==> config.mk <==
export PLATFORM = sky130hd
export DESIGN_NAME = frame_capture_pingpong_flat
export DESIGN_NICKNAME = d
export VERILOG_FILES = /design/src/rtl/frame_capture_pingpong_if.sv /design/src/rtl/frame_capture_pingpong.sv /design/src/flat_wrapper.sv
export SDC_FILE = /design/constraint.sdc
export NUM_CORES = 1
export LEC_CHECK = 0
export CAP_MARGIN = 15
export CELL_PAD_IN_SITES_DETAIL_PLACEMENT = 1
export CELL_PAD_IN_SITES_GLOBAL_PLACEMENT = 1
export CORE_MARGIN = 1.5
export CORE_UTILIZATION = 34
export DETAILED_ROUTE_END_ITERATION = 8
export PLACE_DENSITY_LB_ADDON = 0.08
export SYNTH_ARGS = -nofsm -noshare
export SYNTH_HDL_FRONTEND = slang
export SYNTH_SLANG_ARGS = --single-unit
==> constraint.sdc <==
create_clock -name clk -period 4 [get_ports clk]
set_input_delay 0.8 -clock clk [delete_from_list [all_inputs] [get_ports clk]]
set_output_delay 0.8 -clock clk [all_outputs]
set_load 0.01 [all_outputs]
==> src/rtl/frame_capture_pingpong_if.sv <==
// Pixel stream bundle around the frame capture tap: the upstream side (x_*)
// and the pass-through downstream side (y_*). The slave view is the tap and
// the master view is whoever sources the stream and sinks the pass-through.
interface frame_capture_pingpong_if #(
  parameter int W = 8
);
  logic         x_valid;
  logic         x_ready;
  logic [W-1:0] x_data;
  logic         x_sof;
  logic         y_valid;
  logic         y_ready;
  logic [W-1:0] y_data;

  modport master (
    output x_valid, x_data, x_sof, y_ready,
    input  x_ready, y_valid, y_data
  );

  modport slave (
    input  x_valid, x_data, x_sof, y_ready,
    output x_ready, y_valid, y_data
  );
endinterface

==> src/rtl/frame_capture_pingpong.sv <==
// Pass-through pixel tap that captures whole frames into a ping-pong pair of
// BRAM banks. Capture never stalls the stream: when the reader holds its bank
// at frame end the frame is dropped and counted. The bank handed to the reader
// is never the one being written.
module frame_capture_pingpong #(
  parameter int IMG_WIDTH  = 320,
  parameter int IMG_HEIGHT = 240,
  parameter int W          = 8,
  parameter int DECIM      = 1,
  parameter int DROP_W     = 8,
  localparam int AW = $clog2((IMG_WIDTH / DECIM) * (IMG_HEIGHT / DECIM))
) (
  input  logic              clk,
  input  logic              rst_n,
  frame_capture_pingpong_if.slave strm,
  input  logic              mode_cont,
  input  logic              arm,
  input  logic              rd_lock,
  output logic              bram_we,
  output logic              bram_bank,
  output logic [AW-1:0]     bram_addr,
  output logic [W-1:0]      bram_data,
  output logic              rd_bank,
  output logic              rd_bank_valid,
  output logic              frame_complete,
  output logic              sync_err,
  output logic [DROP_W-1:0] drop_count,
  output logic              busy
);

  localparam int XW  = (IMG_WIDTH  > 1) ? $clog2(IMG_WIDTH)  : 1;
  localparam int YW  = (IMG_HEIGHT > 1) ? $clog2(IMG_HEIGHT) : 1;
  localparam int DSH = $clog2(DECIM);
  localparam int OW  = IMG_WIDTH / DECIM;
  localparam logic [XW-1:0] X_LAST = XW'(IMG_WIDTH - 1);
  localparam logic [YW-1:0] Y_LAST = YW'(IMG_HEIGHT - 1);
  localparam logic [XW-1:0] X_MASK = XW'(DECIM - 1);
  localparam logic [YW-1:0] Y_MASK = YW'(DECIM - 1);

  typedef enum logic [1:0] {
    ST_IDLE     = 2'd0,
    ST_WAIT_SOF = 2'd1,
    ST_CAPTURE  = 2'd2,
    ST_DONE     = 2'd3
  } state_t;

  state_t              state_r, state_s;
  logic [XW-1:0]       x_pos_r, x_pos_s, cur_x_s;
  logic [YW-1:0]       y_pos_r, y_pos_s, cur_y_s;
  logic                hs_s, sof_hs_s, at_origin_s, last_px_s, decim_hit_s;
  logic                x_ready_s, commit_s;
  logic                y_valid_r;
  logic [W-1:0]        y_data_r;
  logic                wr_bank_r, rd_bank_r, rd_bank_valid_r;
  logic                frame_complete_r, sync_err_r;
  logic [DROP_W-1:0]   drop_count_r;

  // Ready depends only on the pass-through register, never on capture state.
  assign x_ready_s    = strm.y_ready | ~y_valid_r;
  assign strm.x_ready = x_ready_s;
  assign strm.y_valid = y_valid_r;
  assign strm.y_data  = y_data_r;

  // Position of the pixel being offered this cycle; an accepted SOF forces (0,0).
  always_comb begin
    hs_s        = strm.x_valid & x_ready_s;
    sof_hs_s    = hs_s & strm.x_sof;
    at_origin_s = (x_pos_r == {XW{1'b0}}) && (y_pos_r == {YW{1'b0}});
    if (sof_hs_s) begin
      cur_x_s = {XW{1'b0}};
      cur_y_s = {YW{1'b0}};
    end else begin
      cur_x_s = x_pos_r;
      cur_y_s = y_pos_r;
    end
    last_px_s   = (cur_x_s == X_LAST) && (cur_y_s == Y_LAST);
    decim_hit_s = ((cur_x_s & X_MASK) == {XW{1'b0}}) && ((cur_y_s & Y_MASK) == {YW{1'b0}});
  end

  // Raster advance of the position counters on every accepted pixel.
  always_comb begin
    x_pos_s = x_pos_r;
    y_pos_s = y_pos_r;
    if (hs_s) begin
      if (cur_x_s == X_LAST) begin
        x_pos_s = {XW{1'b0}};
        if (cur_y_s == Y_LAST) begin
          y_pos_s = {YW{1'b0}};
        end else begin
          y_pos_s = cur_y_s + YW'(1);
        end
      end else begin
        x_pos_s = cur_x_s + XW'(1);
        y_pos_s = cur_y_s;
      end
    end else begin
      x_pos_s = x_pos_r;
      y_pos_s = y_pos_r;
    end
  end

  // Capture FSM next state; commit fires on the last pixel of a captured frame.
  always_comb begin
    state_s  = state_r;
    commit_s = 1'b0;
    case (state_r)
      ST_IDLE: begin
        if (mode_cont | arm) begin
          state_s = ST_WAIT_SOF;
        end else begin
          state_s = ST_IDLE;
        end
      end
      ST_WAIT_SOF: begin
        if (sof_hs_s) begin
          state_s = ST_CAPTURE;
        end else begin
          state_s = ST_WAIT_SOF;
        end
      end
      ST_CAPTURE: begin
        if (hs_s & last_px_s) begin
          commit_s = 1'b1;
          if (mode_cont) begin
            state_s = ST_CAPTURE;
          end else begin
            state_s = ST_DONE;
          end
        end else begin
          state_s = ST_CAPTURE;
        end
      end
      ST_DONE: begin
        if (arm | mode_cont) begin
          state_s = ST_WAIT_SOF;
        end else begin
          state_s = ST_DONE;
        end
      end
      default: begin
        state_s = ST_IDLE;
      end
    endcase
  end

  // BRAM write port: decimated pixels of a frame being captured, subsampled
  // address built from shifts of the current position.
  always_comb begin
    bram_we   = hs_s & ((state_r == ST_CAPTURE) | ((state_r == ST_WAIT_SOF) & strm.x_sof))
                & decim_hit_s;
    bram_addr = AW'(cur_y_s >> DSH) * AW'(OW) + AW'(cur_x_s >> DSH);
    bram_data = strm.x_data;
    bram_bank = wr_bank_r;
  end

  // State, position and one-stage pass-through register.
  always_ff @(posedge clk or negedge rst_n) begin
    if (!rst_n) begin
      state_r   <= ST_IDLE;
      x_pos_r   <= {XW{1'b0}};
      y_pos_r   <= {YW{1'b0}};
      y_valid_r <= 1'b0;
      y_data_r  <= {W{1'b0}};
    end else begin
      state_r <= state_s;
      x_pos_r <= x_pos_s;
      y_pos_r <= y_pos_s;
      if (hs_s) begin
        y_valid_r <= 1'b1;
        y_data_r  <= strm.x_data;
      end else if (strm.y_ready) begin
        y_valid_r <= 1'b0;
      end
    end
  end

  // Bank swap or drop at frame end, plus the single-cycle status pulses.
  always_ff @(posedge clk or negedge rst_n) begin
    if (!rst_n) begin
      wr_bank_r        <= 1'b0;
      rd_bank_r        <= 1'b0;
      rd_bank_valid_r  <= 1'b0;
      frame_complete_r <= 1'b0;
      sync_err_r       <= 1'b0;
      drop_count_r     <= {DROP_W{1'b0}};
    end else begin
      frame_complete_r <= commit_s & ~rd_lock;
      sync_err_r       <= sof_hs_s & ~at_origin_s;
      if (commit_s) begin
        if (rd_lock) begin
          // Reader still owns its bank: keep writing the same bank next frame.
          if (drop_count_r != {DROP_W{1'b1}}) begin
            drop_count_r <= drop_count_r + DROP_W'(1);
          end
        end else begin
          rd_bank_r       <= wr_bank_r;
          wr_bank_r       <= ~wr_bank_r;
          rd_bank_valid_r <= 1'b1;
        end
      end
    end
  end

  assign rd_bank        = rd_bank_r;
  assign rd_bank_valid  = rd_bank_valid_r;
  assign frame_complete = frame_complete_r;
  assign sync_err       = sync_err_r;
  assign drop_count     = drop_count_r;
  assign busy           = (state_r == ST_WAIT_SOF) || (state_r == ST_CAPTURE);

endmodule

==> src/flat_wrapper.sv <==
// flat-port wrapper written by rule: the top's interface ports become plain ports
module frame_capture_pingpong_flat 
#(
  parameter int IMG_WIDTH  = 320,
  parameter int IMG_HEIGHT = 240,
  parameter int W          = 8,
  parameter int DECIM      = 1,
  parameter int DROP_W     = 8,
  localparam int AW = $clog2((IMG_WIDTH / DECIM) * (IMG_HEIGHT / DECIM))
)
  (clk, rst_n, mode_cont, arm, rd_lock, bram_we, bram_bank, bram_addr, bram_data, rd_bank, rd_bank_valid, frame_complete, sync_err, drop_count, busy, strm_x_valid, strm_x_data, strm_x_sof, strm_y_ready, strm_x_ready, strm_y_valid, strm_y_data);
  frame_capture_pingpong_if #(.W(W)) strm_i ();
  input  logic clk;
  input  logic rst_n;
  input  logic mode_cont;
  input  logic arm;
  input  logic rd_lock;
  output logic bram_we;
  output logic bram_bank;
  output logic [AW-1:0] bram_addr;
  output logic [W-1:0] bram_data;
  output logic rd_bank;
  output logic rd_bank_valid;
  output logic frame_complete;
  output logic sync_err;
  output logic [DROP_W-1:0] drop_count;
  output logic busy;
  input wire logic [$bits(strm_i.x_valid)-1:0] strm_x_valid;
  input wire logic [$bits(strm_i.x_data)-1:0] strm_x_data;
  input wire logic [$bits(strm_i.x_sof)-1:0] strm_x_sof;
  input wire logic [$bits(strm_i.y_ready)-1:0] strm_y_ready;
  output wire logic [$bits(strm_i.x_ready)-1:0] strm_x_ready;
  output wire logic [$bits(strm_i.y_valid)-1:0] strm_y_valid;
  output wire logic [$bits(strm_i.y_data)-1:0] strm_y_data;
  assign strm_i.x_valid = strm_x_valid;
  assign strm_i.x_data = strm_x_data;
  assign strm_i.x_sof = strm_x_sof;
  assign strm_i.y_ready = strm_y_ready;
  assign strm_x_ready = strm_i.x_ready;
  assign strm_y_valid = strm_i.y_valid;
  assign strm_y_data = strm_i.y_data;
  frame_capture_pingpong #(.IMG_WIDTH(IMG_WIDTH), .IMG_HEIGHT(IMG_HEIGHT), .W(W), .DECIM(DECIM), .DROP_W(DROP_W)) u_core (.clk(clk), .rst_n(rst_n), .strm(strm_i), .mode_cont(mode_cont), .arm(arm), .rd_lock(rd_lock), .bram_we(bram_we), .bram_bank(bram_bank), .bram_addr(bram_addr), .bram_data(bram_data), .rd_bank(rd_bank), .rd_bank_valid(rd_bank_valid), .frame_complete(frame_complete), .sync_err(sync_err), .drop_count(drop_count), .busy(busy));
endmodule
Yosys cells after proc, flatten, opt, wreduce, memory -nomap -nowiden
Index checks and enable logic that the tools add are counted.
{"block": "totals", "regBits": 41, "in_bits": 16, "wordCells": 60}
{"block": "classes", "n_addsub": 4, "mul": 1, "n_eq_ne": 6, "mux": 15, "bitwise": 14, "n_reduce_logical": 9}
{"operator": "8-bit 2-to-1 mux", "n": 3}
{"operator": "9-bit 2-to-1 mux", "n": 2}
{"operator": "17-bit by 9-bit adder with 17-bit output", "n": 1}
{"operator": "8-bit by 1-bit adder with 8-bit output, second input constant", "n": 2}
{"operator": "8-bit by 3-bit multiplier with 11-bit output, second input constant", "n": 1}
{"operator": "9-bit by 1-bit adder with 9-bit output, second input constant", "n": 1}
{"operator": "9-bit == test, second input constant", "n": 1}
{"operator": "9-bit logical NOT", "n": 1}
{"operator": "8-bit == test, second input constant", "n": 1}
{"operator": "8-bit logical NOT", "n": 1}
{"operator": "8-bit != test, second input constant", "n": 1}
{"operator": "2-bit one-hot mux with 4 select lines", "n": 1}
{"operator": "1-bit bitwise AND", "n": 7}
{"operator": "1-bit 2-to-1 mux", "n": 7}
{"operator": "2-bit == test, second input constant", "n": 2}
{"operator": "2-bit 2-to-1 mux", "n": 2}
{"operator": "1-bit NOT", "n": 4}
{"operator": "1-bit OR", "n": 3}
{"operator": "3-bit AND reduction", "n": 1}
{"operator": "2-bit by 1-bit == test with 1-bit output, second input constant", "n": 1}
{"operator": "1-bit logical AND", "n": 2}
{"operator": "2-bit logical NOT", "n": 1}
{"operator": "2-bit AND reduction", "n": 1}
{"operator": "2-bit nonzero test", "n": 1}
{"operator": "1-bit logical OR", "n": 1}

Depth between registers and ports, before layout
Gate-level depths: netlist of run 1.
{"block": "depth", "ltp_word": 11, "mapped_depth": 14}

Worst setup path before layout of run 1
OpenSTA, ideal clock, no wires.
{"block": "synth_path", "kind": "input-to-output", "startpoint": "in strm_y_ready", "endpoint": "out bram_addr[16]", "t_arrival_ps": 3335, "t_required_ps": 3200, "slack_ps": -135, "path_stages": 14, "path_cell_list": "nand2b_4 buf_8 and3_1 clkbuf_1 nor2_1 ha_1 inv_1 fa_1 nand2b_1 a21oi_1 xor2_1 nand3_1 nand2b_1 o32ai_1"}
{"block": "synth_between", "elab_chain_len": 6, "elab_cells_between_ends": 7, "cone_classes": "1 x add/sub; 1 x mul; 2 x mux; 3 x bitwise"}
{"item": "start, declared", "line_no": "flat_wrapper.sv:31", "rtl": "input wire logic [$bits(strm_i.y_ready)-1:0] strm_y_ready;"}
{"item": "1-bit OR *", "line_no": "frame_capture_pingpong.sv:59", "rtl": "assign x_ready_s = strm.y_ready | ~y_valid_r;"}
{"item": "via strm_x_ready", "line_no": "flat_wrapper.sv:32", "rtl": "output wire logic [$bits(strm_i.x_ready)-1:0] strm_x_ready;"}
{"item": "1-bit bitwise AND *", "line_no": "frame_capture_pingpong.sv:66", "rtl": "hs_s = strm.x_valid & x_ready_s;"}
{"item": "1-bit bitwise AND *", "line_no": "frame_capture_pingpong.sv:67", "rtl": "sof_hs_s = hs_s & strm.x_sof;"}
{"item": "8-bit 2-to-1 mux", "line_no": "frame_capture_pingpong.sv:69", "rtl": "if (sof_hs_s) begin"}
{"item": "8-bit by 3-bit multiplier with 11-bit output", "line_no": "frame_capture_pingpong.sv:151", "rtl": "bram_addr = AW'(cur_y_s >> DSH) * AW'(OW) + AW'(cur_x_s >> DSH);"}
{"item": "17-bit by 9-bit adder with 17-bit output *", "line_no": "frame_capture_pingpong.sv:151"}
{"item": "end, declared", "line_no": "flat_wrapper.sv:20", "rtl": "output logic [AW-1:0] bram_addr;"}
The timed path passes the listed nets; every way through them passes the cells marked *.

Worst setup path after layout of run 1
{"block": "layout_path", "startpoint": "in strm_y_ready", "endpoint": "out bram_addr[13]"}
{"block": "layout_between", "elab_chain_len": 6, "elab_cells_between_ends": 7, "cone_classes": "1 x add/sub; 1 x mul; 2 x mux; 3 x bitwise"}
{"item": "1-bit OR *", "line_no": "frame_capture_pingpong.sv:59"}
{"item": "1-bit bitwise AND *", "line_no": "frame_capture_pingpong.sv:66"}
{"item": "1-bit bitwise AND *", "line_no": "frame_capture_pingpong.sv:67"}
{"item": "8-bit 2-to-1 mux", "line_no": "frame_capture_pingpong.sv:69"}
{"item": "8-bit by 3-bit multiplier with 11-bit output", "line_no": "frame_capture_pingpong.sv:151"}
{"item": "17-bit by 9-bit adder with 17-bit output *", "line_no": "frame_capture_pingpong.sv:151"}
Mark *: on every way between the ends. The rest lies on a longest branch, timed or not.

==> results of run 1 <==
-- sequential cells by signal, summed over array words and instances, names as in the netlist, 2 cells and up --
name / flops
u_core.x_pos_r: 9
u_core.drop_count: 8
u_core.strm.y_data: 8
u_core.y_pos_r: 8
u_core.state_r: 2
-- through the flow --
stage               setup slack (ns)  instance area, um^2
floorplan                   0.000901                 2980
global placement              -0.691                 3840
detailed placement            -0.795                 3840
CTS                           0.0134                 4060
global route                 0.00293                 4100
finish                         0.127                 4100
-- layer usage --
layer,routed length (um),part of all wire (%),global-route usage (%)
met1,3850,43,25.9
met2,4670,52,37.6
met3,338,3.8,3.52
met4,49,0.55,3.02
met5,0,0,0
-- cell families after synthesis --
| kind of cell | Yosys count | synth area share [%] |
|---|---|---|
| compound gates | 60 | 13.9 |
| flops | 41 | 34.5 |
| mux | 2 | 0.883 |
| simple gates | 151 | 26.1 |
| xor+xnor | 29 | 8.54 |
| buf+inv | 40 | 8.33 |
| fa+ha+maj | 18 | 7.74 |
-- final cells by class --
cell class / count / area [um^2]
clock buffers: 5 / 68.8
clock inverters: 3 / 17.5
fillers: 995 / 4240
inverters: 9 / 33.8
multi-input cells: 260 / 1840
flip-flops and latches: 41 / 1030
well taps: 105 / 131
repair buffers: 114 / 982
-- power groups by stage --
stage / Combinational, W / Clock (W) / Sequential [W]
after CTS: 0.000389 / 0.000287 / 0.000531
after detailed placement: 0.000386 / 0 / 0.000540
after global placement: 0.000373 / 0 / 0.000537
after floorplan: 0.000238 / 0 / 0.000510
final: 0.000381 / 0.000274 / 0.000531
after global routing: 0.000424 / 0.000305 / 0.000542
-- final timing paths --
| kind | slack, ns | to | cells after the start | startpoint |
|---|---|---|---|---|
| max | 0.13 | bram_addr[13] | 16 | strm_y_ready |
| min | 0.48 | u_core.strm.y_data[3] | 2 | u_core.strm.y_data[3] |
| max reg2reg | 0.93 | u_core.rd_bank | 11 | u_core.strm.y_valid |
| min reg2reg | 0.48 | u_core.strm.y_data[3] | 2 | u_core.strm.y_data[3] |
| max in group asynchronous | 2.70 | u_core.y_pos_r[2] | 1 | rst_n |
| min in group asynchronous | 0.67 | u_core.drop_count[7] | 1 | rst_n |
-- cell usage after synthesis, types with 2 or more instances --
master and instances:
dfrtp_1 41, and2_1 11, inv_1 9, buf_1 2, nand2b_1 4, xnor2_1 17
nand2_1 58, buf_4 11, clkbuf_1 8, nor3b_1 2, buf_2 3, o21ai_0 12
ha_1 16, nor3_1 6, nor2_1 26, a21oi_2 2, buf_6 4, xor2_1 12
and3_1 5, nor2b_1 2, nand3_1 10, nand4_1 8, nor4_1 4, a21o_1 5
a21oi_1 16, o22ai_1 4, a31oi_1 3, a211oi_1 2, o31ai_1 2
-- critical path, cell delays in order --
cell and delay (ns):
clkbuf_2 0.08, nand2b_4 0.15, and3_4 0.20, nor2_4 0.12, ha_4 0.15, inv_2 0.03
fa_2 0.34, nand2b_4 0.16, a21oi_4 0.16, xor2_2 0.10, buf_4 0.14, buf_4 0.12
buf_4 0.12, buf_4 0.12, xor2_1 0.15, buf_2 0.14
-- repair_timing --
| action | CTS | global route |
|---|---|---|
| cloned | 0 | 0 |
| buffers inserted | 8 | 2 |
| endpoints found under the setup margin | 9 | 7 |
| pin swaps | 14 | 13 |
| resized for setup | 49 | 14 |
==> out/qor.yml, run 1 <==
clock_network:
  cts_tree: "done"
  cts.htree.levels: 2
  root_buffer: "clkbuf_8"
  cts_buffer_depth: 2
  cts_buffers: 5
  clkLatencyLatePin_ns: 0.29
  cts_sinks: 41
  clkTransAtPathRegs_ns: 0.08
  hold_buffers: 0
floorplanning:
  core_mm2: 0.00834
  dieArea_mm2: 0.00932
  io_pins: 66
  die_h_um: 96.5
  row_count: 33
  start_util_pct: 35.7
  die_x_um: 96.5
logic_synthesis:
  synth_nets: 374
  syn_inst: 341
  postSynthAreaPerCell_um2: 8.72
  ys.warnings.count: 0
  synth_flop_cell: "dfrtp_1"
  async_flop_share_pct: 100
  ys_types: 65
  ys_ff_latch: 41
  synthTopCellsByArea: "dfrtp_1 34%, nand2_1 7.3%, ha_1 6.7%"
  syn-cell-area_mm2: 0.00297
  synth_edf_count: 0
  ys_seq_area_share_pct: 34.5
  synth_top_area_share_pct: 34.5
  synth_area_leader_cell: "dfrtp_1"
sta:
  finalMaxSlewViolations: 0
  min_period_over_period_pct: 96.8
  slew_headroom_pct: 32.9
  setup-tns-final_ns: 0
  fmax_mhz: 258
  clock_skew_ns: 0.00825
  hold_viol: 0
  hold_ws_ns: 0.482
  tightest_slew_ns: 1.01
  fin_crit_ns: 3.87
  rsz0062_at_grt: "no"
  setup_viol: 0
routing:
  dr.pass1.iters: 4
  via_count: 2810
  drt-total-wl_um: 8910
  drc: 0
  drt-vias-per-instance: 5.23
  ant_nets: 0
  drt-initial-drc-count: 126
  post_drt_wl_per_cell_um: 16.6
worst_setup_path:
  end_kind: "output port"
  crit_required_ns: 3.20
  cp_data_arrival_time_ns: 3.07
  cp-start-kind: "input pin"
  critical_path_peak_fanout: 4
  path_class: "input pin to output port"
grt:
  grt_pass1_vias: 3019
  grt_use_total_pct: 20.6
  grt_overflow: 0
  grt_first_pass_wirelength_um: 14800
  antenna_found_initial: 0
  grt_max_degree: 42
job:
  cap_violations: 0
final_layout:
  final_util_pct: 49.2
  layout.cells.non_filler: 537
  final_layout_size_suffix_gt1_share_pct: 25.2
  mostFrequentLayoutCells: "56 x nand2_1, 52 x clkdlybuf4s50_1, 47 x buf_4"
  diodes: 0
  synthToLayoutAreaGrowth_pct: 37.9
  final_common_cell: "nand2_1"
  fin_nets: 464
placed_design:
  portBuffers: 65
  gp_congestion: 0.810
  dpl.cell_count: 519
  place_hpwl_um: 6540
pwr:
  power.density_mw_per_mm2: 289
  p_seq_share_pct: 44.7
  combPwrFrac_pct: 32.2
  p_switching_w: 0.000404
  swShare_pct: 34.1
  total_power_w: 0.00119
  worst_ir_drop_vdd_v: 0.000164
  p_leak_nw: 1.95
  intPower_w: 0.000782
  clockPowerShare_pct: 23.1
hold_path:
  hold_class: "flip-flop to flip-flop"
run_status:
  status: "finished clean"
No activity file was read; power rests on OpenSTA's default activity.
==> inputs of run 2 (changes only) <==
CAP_MARGIN = 10   (was 15)
CORE_MARGIN = 2   (was 1.5)
==> out/qor.yml, run 2 (same netlist as run 1, synthesis figures left out) <==
grt:
  grt_pass1_vias: 2920  # -3.3%
  grt_use_total_pct: 18.2  # -2.5 points
  grt_first_pass_wirelength_um: 14300  # -3.5%
  grt_overflow: 0  # unchanged
  grt_max_degree: 42  # unchanged
  antenna_found_initial: 0  # unchanged
floorplanning:
  dieArea_mm2: 0.00951  # +2.1%
  die_x_um: 97.5  # +1.0%
  start_util_pct: 34.6  # -1.0 points
  row_count: 34  # +3.0%
  io_pins: 66  # unchanged
  core_mm2: 0.00859  # +3.0%
  die_h_um: 97.5  # +1.0%
routing:
  dr.pass1.iters: 4  # unchanged
  drt-total-wl_um: 8270  # -7.3%
  post_drt_wl_per_cell_um: 15.4  # -7.1%
  drc: 0  # unchanged
  ant_nets: 0  # unchanged
  via_count: 2723  # -3.1%
  drt-initial-drc-count: 66  # -48%
  drt-vias-per-instance: 5.08  # -2.9%
job:
  cap_violations: 0  # unchanged
final_layout:
  largest_reg_flops: 9  # unchanged
  synthToLayoutAreaGrowth_pct: 39.5
  fill_cells: 996  # +0.10%
  layout.cells.non_filler: 536  # -0.19%
  largest-register: "u_core.x_pos_r"
  final_common_cell: "nand2_1"
  diodes: 0  # unchanged
  mostFrequentLayoutCells: "56 x nand2_1, 53 x clkdlybuf4s50_1, 44 x buf_4"
  final_layout_size_suffix_gt1_share_pct: 24.3  # -0.93 points
  fin_nets: 460  # -0.86%
  final_util_pct: 48.3  # -0.92 points
pwr:
  p_leak_nw: 1.96  # +0.50%
  power.density_mw_per_mm2: 316  # +9.3%
  worst_ir_drop_vdd_v: 0.000196  # +19%
  total_power_w: 0.00131  # +11%
placed_design:
  dpl.cell_count: 522  # +0.58%
  pre_cts_ws_ns: -0.815  # -0.0200 ns
  portBuffers: 65  # unchanged
  place_hpwl_um: 6160  # -5.8%
  gp_congestion: 0.849  # +4.9%
sta:
  clock_skew_ns: 0.00517  # -0.00307 ns
  hold_viol: 0  # unchanged
  timing.final.ws_setup_ns: 0.126  # -0.000671 ns
  tightest_slew_ns: 0.969  # -0.0379 ns
  fmax_mhz: 258  # about the same
  slew_headroom_pct: 35.4  # +2.5 points
  rsz0062_at_grt: "no"
  finalMaxSlewViolations: 0  # unchanged
  setup_viol: 0  # unchanged
  min_period_over_period_pct: 96.8  # about the same
  fin_crit_ns: 3.87  # +0.000671 ns
  setup-tns-final_ns: 0  # unchanged
clock_network:
  cts.htree.levels: 2  # unchanged
  cts_sinks: 41  # unchanged
  clkLatencyLatePin_ns: 0.29  # about the same
  cts_tree: "done"
  root_buffer: "clkbuf_8"
  hold_buffers: 0  # unchanged
  cts_buffers: 5  # unchanged
  clkTransAtPathRegs_ns: 0.08  # about the same
  cts_buffer_depth: 2  # unchanged
hold_path:
  hold_class: "flip-flop to flip-flop"
run_status:
  status: "finished clean"
worst_setup_path:
  critical_path_peak_fanout: 3  # -1
  path_class: "input pin to output port"
  cp_data_arrival_time_ns: 3.07  # about the same
  cp-start-kind: "input pin"
  crit_required_ns: 3.20  # about the same
  end_kind: "output port"
run 2: path summary, 6_finish.rpt:
check | start | end | slack [ns] | cells after the start
max | strm_x_valid | bram_addr[13] | 0.13 | 15
min | u_core.strm.y_data[1] | u_core.strm.y_data[1] | 0.48 | 2
max reg2reg | u_core.strm.y_valid | u_core.rd_bank | 1.04 | 11
min reg2reg | u_core.strm.y_data[1] | u_core.strm.y_data[1] | 0.48 | 2
max in group asynchronous | rst_n | u_core.y_pos_r[1] | 2.73 | 1
min in group asynchronous | rst_n | u_core.state_r[0] | 0.65 | 1
run 2: cell type report:
cell class	count	area (um^2)	area share, %
inverter	9	33.8	0.814
clock buffer	5	68.8	1.66
sequential	41	1030	24.7
tap	108	135	3.26
multi-input combinational	260	1870	45.0
timing repair buffer	110	952	23.0
clock inverter	3	65.1	1.57
run 2: critical path: stages:
cell,delay [ns]
clkdlybuf4s15_1,0.24
and3_4,0.22
nor2_4,0.12
ha_4,0.15
inv_2,0.03
fa_2,0.33
nand2b_4,0.16
a21oi_4,0.15
xor2_2,0.09
buf_4,0.14
buf_4,0.12
buf_4,0.12
buf_4,0.12
xor2_1,0.14
buf_2,0.14
run 2: per-stage QoR:
| step | hold slack [ns] | instance area [um^2] |
|---|---|---|
| 2_1_floorplan | 0.486 | 2980 |
| 3_3_place_gp | 0.455 | 3840 |
| 3_5_place_dp | 0.467 | 3840 |
| 4_1_cts | 0.488 | 4110 |
| 5_1_grt | 0.500 | 4150 |
| 6_report | 0.483 | 4150 |
run 2: power breakdown:
part	internal [W]	switching, W
logic	0.000200	0.000183
clock network	0.000248	0.000152
registers	0.000463	0.0000657
run 2: per-layer routing:
metal,up-vias,routed length [um],global-route usage [%]
li1,1335,-,-
met1,1326,3730,22.7
met2,52,4180,32.5
met3,10,257,2.66
met4,0,98,5.13
met5,-,0,0
run 2: what timing repair did:
item,CTS,global route
cloned,0,0
setup buffers,5,2
gates resized for setup,49,12
endpoints found under the setup margin,9,4
pin swaps,14,8
